### src/rtl/cpu_pkg.sv
// rtl/cpu_pkg.sv - shared widths and ALU opcodes for the 5-stage CPU
package cpu_pkg;

  localparam int DATA_W     = 32;
  localparam int REG_ADDR_W = 5;
  localparam int ALU_CTRL_W = 3;

  localparam logic [ALU_CTRL_W-1:0] ALU_ADD = 3'b000;
  localparam logic [ALU_CTRL_W-1:0] ALU_SUB = 3'b001;
  localparam logic [ALU_CTRL_W-1:0] ALU_AND = 3'b010;
  localparam logic [ALU_CTRL_W-1:0] ALU_OR  = 3'b011;

endpackage

### src/rtl/operand_fwd_mux.sv
// rtl/operand_fwd_mux.sv - selects one source operand from EX/MEM, MEM/WB or register-file data
module operand_fwd_mux #(
  parameter int DATA_W     = cpu_pkg::DATA_W,
  parameter int REG_ADDR_W = cpu_pkg::REG_ADDR_W
) (
  input  logic [REG_ADDR_W-1:0] rs,
  input  logic [DATA_W-1:0]     rf_data,
  input  logic [REG_ADDR_W-1:0] exmem_rd,
  input  logic                  exmem_reg_write,
  input  logic [DATA_W-1:0]     exmem_result,
  input  logic [REG_ADDR_W-1:0] memwb_rd,
  input  logic                  memwb_reg_write,
  input  logic [DATA_W-1:0]     memwb_result,
  output logic [DATA_W-1:0]     fwd_data
);

  logic hit_exmem;
  logic hit_memwb;

  // x0 is never forwarded; the newer EX/MEM result wins over MEM/WB
  assign hit_exmem = exmem_reg_write && (exmem_rd != '0) && (exmem_rd == rs);
  assign hit_memwb = memwb_reg_write && (memwb_rd != '0) && (memwb_rd == rs);

  always_comb begin
    fwd_data = rf_data;
    if (hit_exmem) begin
      fwd_data = exmem_result;
    end else if (hit_memwb) begin
      fwd_data = memwb_result;
    end
  end

endmodule

### src/rtl/id_ex_stage.sv
// rtl/id_ex_stage.sv - ID/EX pipeline register with load-use bubbling and operand forwarding
module id_ex_stage
  import cpu_pkg::*;
#(
  parameter int DATA_W     = cpu_pkg::DATA_W,
  parameter int REG_ADDR_W = cpu_pkg::REG_ADDR_W,
  parameter int ALU_CTRL_W = cpu_pkg::ALU_CTRL_W
) (
  input  logic                  clk,
  input  logic                  rst_n,
  input  logic                  id_valid,
  output logic                  id_ready,
  input  logic [REG_ADDR_W-1:0] id_rs1,
  input  logic [REG_ADDR_W-1:0] id_rs2,
  input  logic [REG_ADDR_W-1:0] id_rd,
  input  logic [DATA_W-1:0]     id_rs1_data,
  input  logic [DATA_W-1:0]     id_rs2_data,
  input  logic [DATA_W-1:0]     id_imm,
  input  logic                  id_use_imm,
  input  logic [ALU_CTRL_W-1:0] id_alu_ctrl,
  input  logic                  id_reg_write,
  input  logic                  id_mem_read,
  input  logic                  id_mem_write,
  input  logic [REG_ADDR_W-1:0] exmem_rd,
  input  logic                  exmem_reg_write,
  input  logic [DATA_W-1:0]     exmem_result,
  input  logic [REG_ADDR_W-1:0] memwb_rd,
  input  logic                  memwb_reg_write,
  input  logic [DATA_W-1:0]     memwb_result,
  input  logic                  ex_stall,
  input  logic                  flush,
  output logic                  ex_valid,
  output logic [DATA_W-1:0]     alu_a,
  output logic [DATA_W-1:0]     alu_b,
  output logic [ALU_CTRL_W-1:0] alu_ctrl,
  output logic [DATA_W-1:0]     ex_store_data,
  output logic [REG_ADDR_W-1:0] ex_rd,
  output logic                  ex_reg_write,
  output logic                  ex_mem_read,
  output logic                  ex_mem_write
);

  logic [REG_ADDR_W-1:0] ex_rs1;
  logic [REG_ADDR_W-1:0] ex_rs2;
  logic [DATA_W-1:0]     ex_rs1_data;
  logic [DATA_W-1:0]     ex_rs2_data;
  logic [DATA_W-1:0]     ex_imm;
  logic                  ex_use_imm;
  logic [DATA_W-1:0]     fwd_rs1;
  logic [DATA_W-1:0]     fwd_rs2;
  logic                  load_use;

  // rs2 is compared even for immediate forms: cheaper than decoding operand usage
  assign load_use = ex_valid && ex_mem_read && (ex_rd != '0) &&
                    ((id_rs1 == ex_rd) || (id_rs2 == ex_rd));
  assign id_ready = !ex_stall && !load_use;

  always_ff @(posedge clk or negedge rst_n) begin
    if (!rst_n) begin
      ex_valid     <= 1'b0;
      ex_rs1       <= '0;
      ex_rs2       <= '0;
      ex_rd        <= '0;
      ex_rs1_data  <= '0;
      ex_rs2_data  <= '0;
      ex_imm       <= '0;
      ex_use_imm   <= 1'b0;
      alu_ctrl     <= ALU_CTRL_W'(ALU_ADD);
      ex_reg_write <= 1'b0;
      ex_mem_read  <= 1'b0;
      ex_mem_write <= 1'b0;
    end else if (flush) begin
      ex_valid     <= 1'b0;
      ex_reg_write <= 1'b0;
      ex_mem_read  <= 1'b0;
      ex_mem_write <= 1'b0;
    end else if (!ex_stall) begin
      if (load_use) begin
        ex_valid     <= 1'b0;
        ex_reg_write <= 1'b0;
        ex_mem_read  <= 1'b0;
        ex_mem_write <= 1'b0;
      end else begin
        ex_valid     <= id_valid;
        ex_rs1       <= id_rs1;
        ex_rs2       <= id_rs2;
        ex_rd        <= id_rd;
        ex_rs1_data  <= id_rs1_data;
        ex_rs2_data  <= id_rs2_data;
        ex_imm       <= id_imm;
        ex_use_imm   <= id_use_imm;
        alu_ctrl     <= id_alu_ctrl;
        ex_reg_write <= id_valid && id_reg_write;
        ex_mem_read  <= id_valid && id_mem_read;
        ex_mem_write <= id_valid && id_mem_write;
      end
    end
  end

  // forwarding is re-evaluated every cycle so held operands follow newer results
  operand_fwd_mux #(.DATA_W(DATA_W), .REG_ADDR_W(REG_ADDR_W)) u_fwd_rs1 (
    .rs              (ex_rs1),
    .rf_data         (ex_rs1_data),
    .exmem_rd        (exmem_rd),
    .exmem_reg_write (exmem_reg_write),
    .exmem_result    (exmem_result),
    .memwb_rd        (memwb_rd),
    .memwb_reg_write (memwb_reg_write),
    .memwb_result    (memwb_result),
    .fwd_data        (fwd_rs1)
  );

  operand_fwd_mux #(.DATA_W(DATA_W), .REG_ADDR_W(REG_ADDR_W)) u_fwd_rs2 (
    .rs              (ex_rs2),
    .rf_data         (ex_rs2_data),
    .exmem_rd        (exmem_rd),
    .exmem_reg_write (exmem_reg_write),
    .exmem_result    (exmem_result),
    .memwb_rd        (memwb_rd),
    .memwb_reg_write (memwb_reg_write),
    .memwb_result    (memwb_result),
    .fwd_data        (fwd_rs2)
  );

  assign alu_a         = fwd_rs1;
  assign alu_b         = ex_use_imm ? ex_imm : fwd_rs2;
  assign ex_store_data = fwd_rs2;

endmodule

### config.mk
export PLATFORM = sky130hd
export DESIGN_NAME = id_ex_stage
export DESIGN_NICKNAME = d
export VERILOG_FILES = /design/src/rtl/cpu_pkg.sv /design/src/rtl/operand_fwd_mux.sv /design/src/rtl/id_ex_stage.sv
export SDC_FILE = /design/constraint.sdc
export NUM_CORES = 1
export LEC_CHECK = 0
export ABC_AREA = 1
export CORE_ASPECT_RATIO = 1.1
export CORE_MARGIN = 2
export CORE_UTILIZATION = 35
export CTS_CLUSTER_DIAMETER = 60
export DETAILED_ROUTE_END_ITERATION = 8
export PLACE_DENSITY = 0.63
export SLEW_MARGIN = 40
export SYNTH_ARGS = -nofsm -noshare
export SYNTH_HDL_FRONTEND = slang
export SYNTH_HIERARCHICAL = 1
export SYNTH_SLANG_ARGS = --single-unit
### constraint.sdc
create_clock -name clk -period 2.8 [get_ports clk]
set_clock_uncertainty 0.15 [all_clocks]
set_input_delay 0.28 -clock clk [delete_from_list [all_inputs] [get_ports clk]]
set_output_delay 0.28 -clock clk [all_outputs]
set_load 0.01 [all_outputs]
; ---- Word-level counts from Yosys, hierarchy flattened
; Index checks and enable logic that the tools add are counted.
[totals]
regBits = 119
input_bits = 199
out_inout_bits = 109
word_cells = 59
[classes]
eq_ne = 7
n_mux = 17
bitwise_logic = 3
n_reduce_logical = 20
[op_table]
columns = cell, n
row1 = $mux W32, 5
row2 = $eq A5 B5 Y1, 6
row3 = $reduce_bool A5 Y1, 3
row4 = $logic_and A1 B1 Y1, 13
row5 = $mux W1, 12
row6 = $not A1 Y1, 3
row7 = $reduce_and A3 Y1, 1
row8 = $logic_not A1 Y1, 2
row9 = $ne A2 B1 Y1 const B, 1
row10 = $logic_or A1 B1 Y1, 1

; ---- Logic depth before layout (Yosys ltp)
; Gate-level depths: netlist of run 1.
[logic_depth]
word_depth = 6
ltp_mapped = 12

; ---- By module
; Netlist of run 1, hierarchy kept.
[by_module_without_submodules]
columns = module, n_inst, cells_each, area_per_inst_um2, seq_area_each_um2
row1 = id_ex_stage, 1, 624, 5506.5, 2977.9
row2 = operand_fwd_mux, 2, 298, 1416.4, 0.0

; ---- Least setup slack after synthesis of run 1
; No wires, ideal clock.
[synth_path]
path_kind = flip-flop to output port
from = register ex_rs2[1]
to = output port alu_b[10]
t_arrival_ps = 1603
required_ps = 2370
setup_slack_ps = 767
path_stages_with_launch = 8
path_cell_list = dfrtp_1 or2_1 a21oi_4 nand3_4 buf_6 nand3_1 nand2_1 mux2_2
[synth_via]
elab_chain_len = 5
elab_cells_between_ends = 7
[synth_lines]
columns = item, line_no
row1 = "start, declared", id_ex_stage.sv:44  ; logic [REG_ADDR_W-1:0] ex_rs2;
row2 = "start signal, assigned", id_ex_stage.sv:86  ; ex_rs2 <= id_rs2;
row3 = $eq A5 B5 Y1, operand_fwd_mux.sv:22  ; assign hit_memwb = memwb_reg_write && (memwb_rd != '0) && (memwb_rd == rs);
row4 = $logic_and A1 B1 Y1, operand_fwd_mux.sv:22
row5 = $mux W32, operand_fwd_mux.sv:28  ; end else if (hit_memwb) begin
row6 = $mux W32 *, operand_fwd_mux.sv:26  ; if (hit_exmem) begin
row7 = named net ex_store_data[10], id_ex_stage.sv:36  ; output logic [DATA_W-1:0] ex_store_data,
row8 = $mux W32 *, id_ex_stage.sv:126  ; assign alu_b = ex_use_imm ? ex_imm : fwd_rs2;
row9 = "end, declared", id_ex_stage.sv:34  ; output logic [DATA_W-1:0] alu_b,
; The timed path passes the listed nets; every way through them passes the cells marked *.

; ---- Worst setup path after layout of run 1
[layout_path]
from = register ex_rs2[1]
to = output port alu_b[2]
[layout_via]
elab_chain_len = 5
elab_cells_between_ends = 7
[layout_lines]
columns = item, line_no
row1 = $eq A5 B5 Y1, operand_fwd_mux.sv:22
row2 = $logic_and A1 B1 Y1, operand_fwd_mux.sv:22
row3 = $mux W32, operand_fwd_mux.sv:28
row4 = $mux W32 *, operand_fwd_mux.sv:26
row5 = $mux W32 *, id_ex_stage.sv:126
; Mark *: on every way between the ends. The rest lies on a longest branch, timed or not.

==> flow_metrics.py, run 1 <==
metrics = {
    "route": {
        "avgViaCountPerCell": 5.331,
        "dr_wl_met2_mm": 16.73,
        "wl_met3_mm": 3.166,
        "wl_per_cell_um": 19.34,
        "highest_layer": "met5",
        "route.vias.total": 9915,
        "drt_iter0_markers": 815,
        "antenna_left": 0,
        "wl_met1_mm": 15.10,
        "wl_mm": 35.97,
        "drcViolationCount": 0,
        "dr.pass1.iters": 8,
    },
    "power_and_ir_drop": {
        "p_total_mw": 6.503,
        "power_density_mw_per_mm2": 506.0,
        "pwr-share-clk_pct": 32.0,
        "intPower_mw": 4.302,
        "ir_drop_uv": 391.5,
        "leakage_nw": 6.858,
        "seqPwrFrac_pct": 31.9,
        "combPwrFrac_pct": 36.1,
        "switching_power_mw": 2.201,
        "swShare_pct": 33.84,
    },
    "placed_design": {
        "place_ws_ns": -0.1884,
        "port_buffers": 307,
        "dp.final_hpwl_mm": 24.67,
        "dpl_cell_area_mm2": 0.01217,
        "gp_congestion": 0.8817,
    },
    "timing": {
        "worst_slack_ns": 0.03526,
        "fin_crit_ns": 2.765,
        "fin_crit_sh_pct": 98.74,
        "max_slew_margin_pct": 59.82,
        "setup_violations": 0,
        "max_freq_mhz": 361.7,
        "worst_slew_pin_slew_ns": 0.6027,
        "rsz0062_at_grt": "yes",
        "hold_viol": 0,
        "slew_viol_final": 0,
        "tns_ns": 0,
    },
    "grt": {
        "grt_pass1_vias": 9566,
        "grt_usage_pct": 27.74,
        "grt_overflow_total": 0,
        "grt_max_degree": 120,
        "antenna_found_initial": 3,
        "grt_pass1_wl_mm": 53.83,
    },
    "yosys": {
        "syn_inst": 1220,
        "syn_avg_cell_area_um2": 6.835,
        "synth_area_mm2": 0.008339,
        "ys_ff_latch": 119,
        "ys_seq_area_share_pct": 35.71,
        "syn_nets": 1419,
        "synth.distinct_cells": 22,
        "synth_warnings": 6,
    },
    "clock_tree": {
        "numCtsBuffers": 17,
        "clkTransAtPathRegs_ns": 0.06,
        "clock_path_buffers": 2,
        "clk-insertion-delay-late_ns": 0.42,
        "cts_sinks": 119,
        "cts_tree": "done",
        "h-tree-depth": 4,
        "root_buffer": "clkbuf_16",
    },
    "floorplanning": {
        "die_width_um": 151.2,
        "die-area_mm2": 0.02508,
        "std_cell_rows": 59,
        "core_mm2": 0.02355,
        "pin_count": 308,
        "die_h_um": 165.9,
        "start_util_pct": 35.41,
    },
    "setup_path": {
        "reg2reg_to": "ex_imm[13]",
        "critPathCaptureType": "output port",
        "worst-endpoint-required_ns": 2.37,
        "setup.worst_path.start_class": "register",
        "reg2reg_slack_ns": 0.62,
        "path_max_fanout": 21,
        "worstSetupPathType": "reg -> out",
        "rr_worst_depth": 11,
        "worstReg2RegStart": "ex_rd[0]",
        "cp_data_arrival_time_ns": 2.33,
    },
    "cells_and_area": {
        "design_area_mm2": 0.01285,
        "syn_to_final_growth_pct": 54.10,
        "n_fill_cell": 2313,
        "final_cell_mix": "nand2_1, nand4_1, clkdlybuf4s50_1",
        "final_util_pct": 54.57,
        "drive_gt1_share_pct": 16.29,
        "fin_nets": 1740,
        "layout_commonest_cell": "nand2_1",
    },
    "run": {
        "max_cap_viol_count": 0,
    },
    "min_path": {
        "hp-class": "in -> async",
    },
    "run_status": {
        "outcome": "finished, final reports clean",
    },
}
[final cells by class]
type | instances | area [um2] | share of cell area [%]
Timing Repair Buffer | 405 | 4006 | 31.18
Multi-Input combinational cell | 826 | 4284 | 33.34
Antenna cell | 2 | 5.005 | 0.03894
Sequential cell | 119 | 2982 | 23.20
Inverter | 172 | 650.6 | 5.063
Clock inverter | 9 | 77.57 | 0.6036
Clock buffer | 22 | 464.2 | 3.612
Tap cell | 305 | 381.6 | 2.970
[critical path, cell delays in order, from the launching register on]
cell             delay, ns
dfrtp_2               0.45
or2_1                 0.25
a21oi_4               0.15
buf_12                0.14
nand3_4               0.09
buf_12                0.18
nand3_1               0.11
nand2_2               0.07
mux2_2                0.26
clkdlybuf4s15_2       0.22
[cell usage after synthesis (all sizes together)]
cell    count  share of area, %
or2         2              0.15
nor2       22               1.2
a21oi       5              0.57
o21ai       8              0.48
inv       172               7.7
nand4     250                19
xnor2       2              0.21
nand3      74               4.9
mux2       32               4.3
dfrtp     119                36
buf        68               5.0
nand2     431                19
clkbuf     35               1.6
[flip-flops by register name (all words and copies together) (netlist names), 3 cells and up]
name         count
ex_imm          32
ex_rs1_data     32
ex_rs2_data     32
ex_rd            5
ex_rs1           5
ex_rs2           5
alu_ctrl         3
[worst max-delay path by stage]
stage                      startpoint         to  slack, ns  depth (start not counted)
final                       ex_rs2[1]   alu_b[2]       0.04                          9
after global routing        ex_rs2[1]   alu_b[2]      -0.04                         13
after CTS                   ex_rs2[1]  alu_b[20]     -0.007                          9
after detailed placement  exmem_rd[1]   alu_b[8]      -0.19                          8
after global placement    exmem_rd[0]   alu_b[7]      -0.17                         10
after floorplan             ex_rs2[1]  alu_b[10]       0.77                          7
[through the flow]
| stage | hold WS (ns) | instances |
|---|---|---|
| floorplan | -0.1656 | 1220 |
| global placement | 0.1561 | 1811 |
| detailed placement | 0.1659 | 1811 |
| CTS | 0.2592 | 1847 |
| global route | 0.2782 | 1859 |
| finish | 0.2571 | 1860 |
[metal layers]
layer  vias to the layer above  GRT usage, %
li1                       4705             -
met1                      4678         37.32
met2                       470         44.43
met3                        60         5.769
met4                         2         9.102
met5                         -             0
[power by group through the flow]
stage / Clock [mW] / Sequential [mW] / Combinational, mW
after floorplan: 0 / 2.06 / 1.04
after global placement: 0 / 2.09 / 2.37
after detailed placement: 0 / 2.10 / 2.38
after CTS: 2.11 / 2.07 / 2.27
after global routing: 2.18 / 2.10 / 2.54
final: 2.08 / 2.07 / 2.35
[cell families (layout without fill, tap and decap cells)]
kind of cell | Yosys count | in the layout | share of synthesized area [%]
XOR/XNOR | 2 | 2 | 0.2101
other | 0 | 2 | 0
flip-flops | 119 | 119 | 35.71
AO/OA/AOI/OAI | 13 | 13 | 1.050
buffers and inverters | 275 | 608 | 14.31
multiplexers | 32 | 32 | 4.321
AND/OR/NAND/NOR | 779 | 779 | 44.40
[timing repair]
item	in CTS	in global routing
pin swaps	5	12
gates cloned	1	4
hold endpoints to repair	57	0
hold buffers	1	0
resized for setup	183	66
setup endpoints to repair	96	62
buffers inserted	3	7
(Power assumes the default switching activity.)
==> run 2: changes to the inputs <==
--- a/config.mk
+++ b/config.mk
@@ -5,13 +5,13 @@
 export SDC_FILE = /design/constraint.sdc
 export NUM_CORES = 1
 export LEC_CHECK = 0
-export ABC_AREA = 1
 export CORE_ASPECT_RATIO = 1.1
 export CORE_MARGIN = 2
 export CORE_UTILIZATION = 35
 export CTS_CLUSTER_DIAMETER = 60
 export DETAILED_ROUTE_END_ITERATION = 8
-export PLACE_DENSITY = 0.63
+export GPL_TIMING_DRIVEN = 0
+export PLACE_DENSITY = 0.64
 export SLEW_MARGIN = 40
 export SYNTH_ARGS = -nofsm -noshare
 export SYNTH_HDL_FRONTEND = slang
==> flow_metrics.py, run 2 <==
metrics = {
    "cells_and_area": {
        "syn_to_final_growth_pct": 87.82,
        "final_cell_mix": "clkdlybuf4s50_1, mux2_4, dfrtp_1",
        "layout_commonest_cell": "clkdlybuf4s50_1",
        "n_fill_cell": 1632,
        "fin_nets": 1279,
        "top_regs": "ex_imm x32, ex_rs1_data x32, ex_rs2_data x32",
        "design_area_mm2": 0.01467,
        "final_util_pct": 66.77,
        "drive_gt1_share_pct": 54.53,
        "final_cells": 1389,
    },
    "grt": {
        "grt_overflow_total": 0,
        "grt_usage_pct": 27.94,
        "grt_max_degree": 63,
        "grt_pass1_wl_mm": 50.47,
        "antenna_found_initial": 2,
        "grt_pass1_vias": 8418,
    },
    "yosys": {
        "ys_seq_area_share_pct": 38.13,
        "synth_area_mm2": 0.007809,
        "synth_most_common_cell": "dfrtp_1",
        "synth_top_area_cell": "dfrtp_1",
        "ys_ff_latch": 119,
        "synth_edf_count": 0,
        "synth_fa_ha_area_share_pct": 0,
        "synth.distinct_cells": 35,
        "synth_compound_area_share_pct": 12.96,
        "synthMuxAreaShare_pct": 26.01,
        "synthArstFlopShare_pct": 100.0,
        "synthTopCellsByArea": "dfrtp_1, mux2_4, o31ai_1",
        "syn_nets": 879,
        "ys.flop_type": "dfrtp_1",
        "synthTopCellsByCount": "dfrtp_1, mux2_4, nor4_1",
        "synth_xor_area_share_pct": 2.916,
        "syn_inst": 680,
        "synth_top_family_by_area": "multiplexers",
        "synth_warnings": 6,
        "synthSimpleGateAreaFrac_pct": 12.74,
        "yosysTopAreaCellShare_pct": 38.13,
        "syn_avg_cell_area_um2": 11.48,
    },
    "timing": {
        "setup_violations": 50,
        "hold_viol": 0,
        "rsz0062_at_grt": "yes",
        "slew_viol_final": 0,
        "worst_slew_pin_slew_ns": 0.6926,
        "fin_crit_ns": 2.969,
        "max_slew_margin_pct": 53.82,
        "worst_slack_ns": -0.1687,
        "max_freq_mhz": 336.8,
        "fin_crit_sh_pct": 106.0,
        "whs_ns": 0.2286,
        "tns_ns": -3.874,
    },
    "setup_path": {
        "critPathCaptureType": "output port",
        "rr_worst_depth": 6,
        "worstReg2RegStart": "ex_rd[1]",
        "reg2reg_to": "ex_imm[28]",
        "path_max_fanout": 5,
        "setup.worst_path.start_class": "register",
        "worstSetupPathType": "reg -> out",
        "cp_data_arrival_time_ns": 2.54,
        "reg2reg_slack_ns": 0.45,
        "worst-endpoint-required_ns": 2.37,
    },
    "run_status": {
        "violations": "negative setup slack",
        "outcome": "finished with violations",
    },
    "power_and_ir_drop": {
        "power_density_mw_per_mm2": 557.3,
        "ir_drop_uv": 366.8,
        "leakage_nw": 5.662,
        "p_total_mw": 8.174,
    },
    "clock_tree": {
        "h-tree-depth": 4,
        "numCtsBuffers": 17,
        "cts_tree": "done",
        "clk-insertion-delay-late_ns": 0.43,
        "clock_path_buffers": 2,
        "root_buffer": "clkbuf_16",
        "cts_sinks": 119,
        "clkTransAtPathRegs_ns": 0.06,
    },
    "route": {
        "antenna_left": 0,
        "drt_iter0_markers": 521,
        "wl_per_cell_um": 25.24,
        "route.vias.total": 8218,
        "avgViaCountPerCell": 5.916,
        "drcViolationCount": 0,
        "wl_mm": 35.06,
        "dr.pass1.iters": 6,
    },
    "placed_design": {
        "gp_congestion": 0.8780,
        "port_buffers": 307,
        "place_ws_ns": -0.8923,
        "dpl_cell_area_mm2": 0.01128,
        "dp_cells": 1283,
        "dp.final_hpwl_mm": 22.69,
    },
    "floorplanning": {
        "die_width_um": 146.4,
        "std_cell_rows": 57,
        "die-area_mm2": 0.02352,
        "start_util_pct": 35.55,
        "core_mm2": 0.02197,
        "die_h_um": 160.7,
        "pin_count": 308,
    },
    "run": {
        "max_cap_viol_count": 0,
    },
    "min_path": {
        "hp-class": "in -> async",
    },
}
==> run 2: cell types whose count changed after synthesis, sizes merged, moves of 10 or more <==
| cell | delta |
|---|---|
| nor2 | -15 |
| nand4 | -186 |
| buf | -35 |
| clkbuf | +15 |
| mux2 | +115 |
| xor2 | +10 |
| nor4 | +66 |
| nand2 | -424 |
| xnor2 | +14 |
| nand3 | -70 |
| a31oi | +64 |
| o31ai | +64 |
| inv | -172 |
==> run 2: area by class of cell <==
class	instances	area, um2	share of cell area, %
Antenna cell	1	2.502	0.01706
Buffer	76	833.3	5.682
Clock buffer	18	439.2	2.994
Clock inverter	14	150.1	1.024
Multi-Input combinational cell	478	6123	41.75
Sequential cell	119	2988	20.37
Tap cell	295	369.1	2.517
Timing Repair Buffer	388	3761	25.64
==> run 2: how the worst max path moves through the flow <==
stage           startpoint          end  depth (start not counted)
2_1_floorplan    ex_rs2[2]    alu_b[10]                          6
3_3_place_gp         rst_n  alu_ctrl[1]                          1
3_5_place_dp   memwb_rd[0]    alu_b[29]                          8
4_1_cts          ex_rs2[3]    alu_b[19]                          8
5_1_grt          ex_rs2[2]     alu_b[3]                         10
6_report         ex_rs2[4]    alu_b[28]                          9
==> run 2: what timing repair did <==
item                                    CTS  global route
gates cloned                              3             4
endpoints found under the setup margin   97            87
hold buffers                              1             0
resized for setup                       645           196
buffers inserted                         36            41
pin swaps                                54            63
hold endpoints to repair                 57             0
==> run 2: cell families after synthesis <==
kind of cell / Yosys count
buf+inv: 83
mux: 147
flops: 119
xor+xnor: 26
simple gates: 164
compound gates: 141
==> run 2: worst max-delay path: stages, from the launching register on <==
cell and delay [ns]:
dfrtp_1 0.40, or2_4 0.25, o21a_4 0.24, buf_6 0.14
buf_12 0.13, buf_4 0.14, o31ai_4 0.27, a31oi_4 0.12
mux2_4 0.29, buf_6 0.12
==> run 2: where the power goes <==
group          internal [mW]  switching (mW)
clock                   1.34           0.909
sequential              1.97           0.237
combinational           1.96            1.75
==> run 2: per-layer routing <==
layer,routed length [um],vias up,GRT usage (%)
met4,1576,2,9.532
met2,16960,443,47.43
met5,13,-,0
li1,-,3534,-
met1,13950,4122,35.06
met3,2556,117,6.534
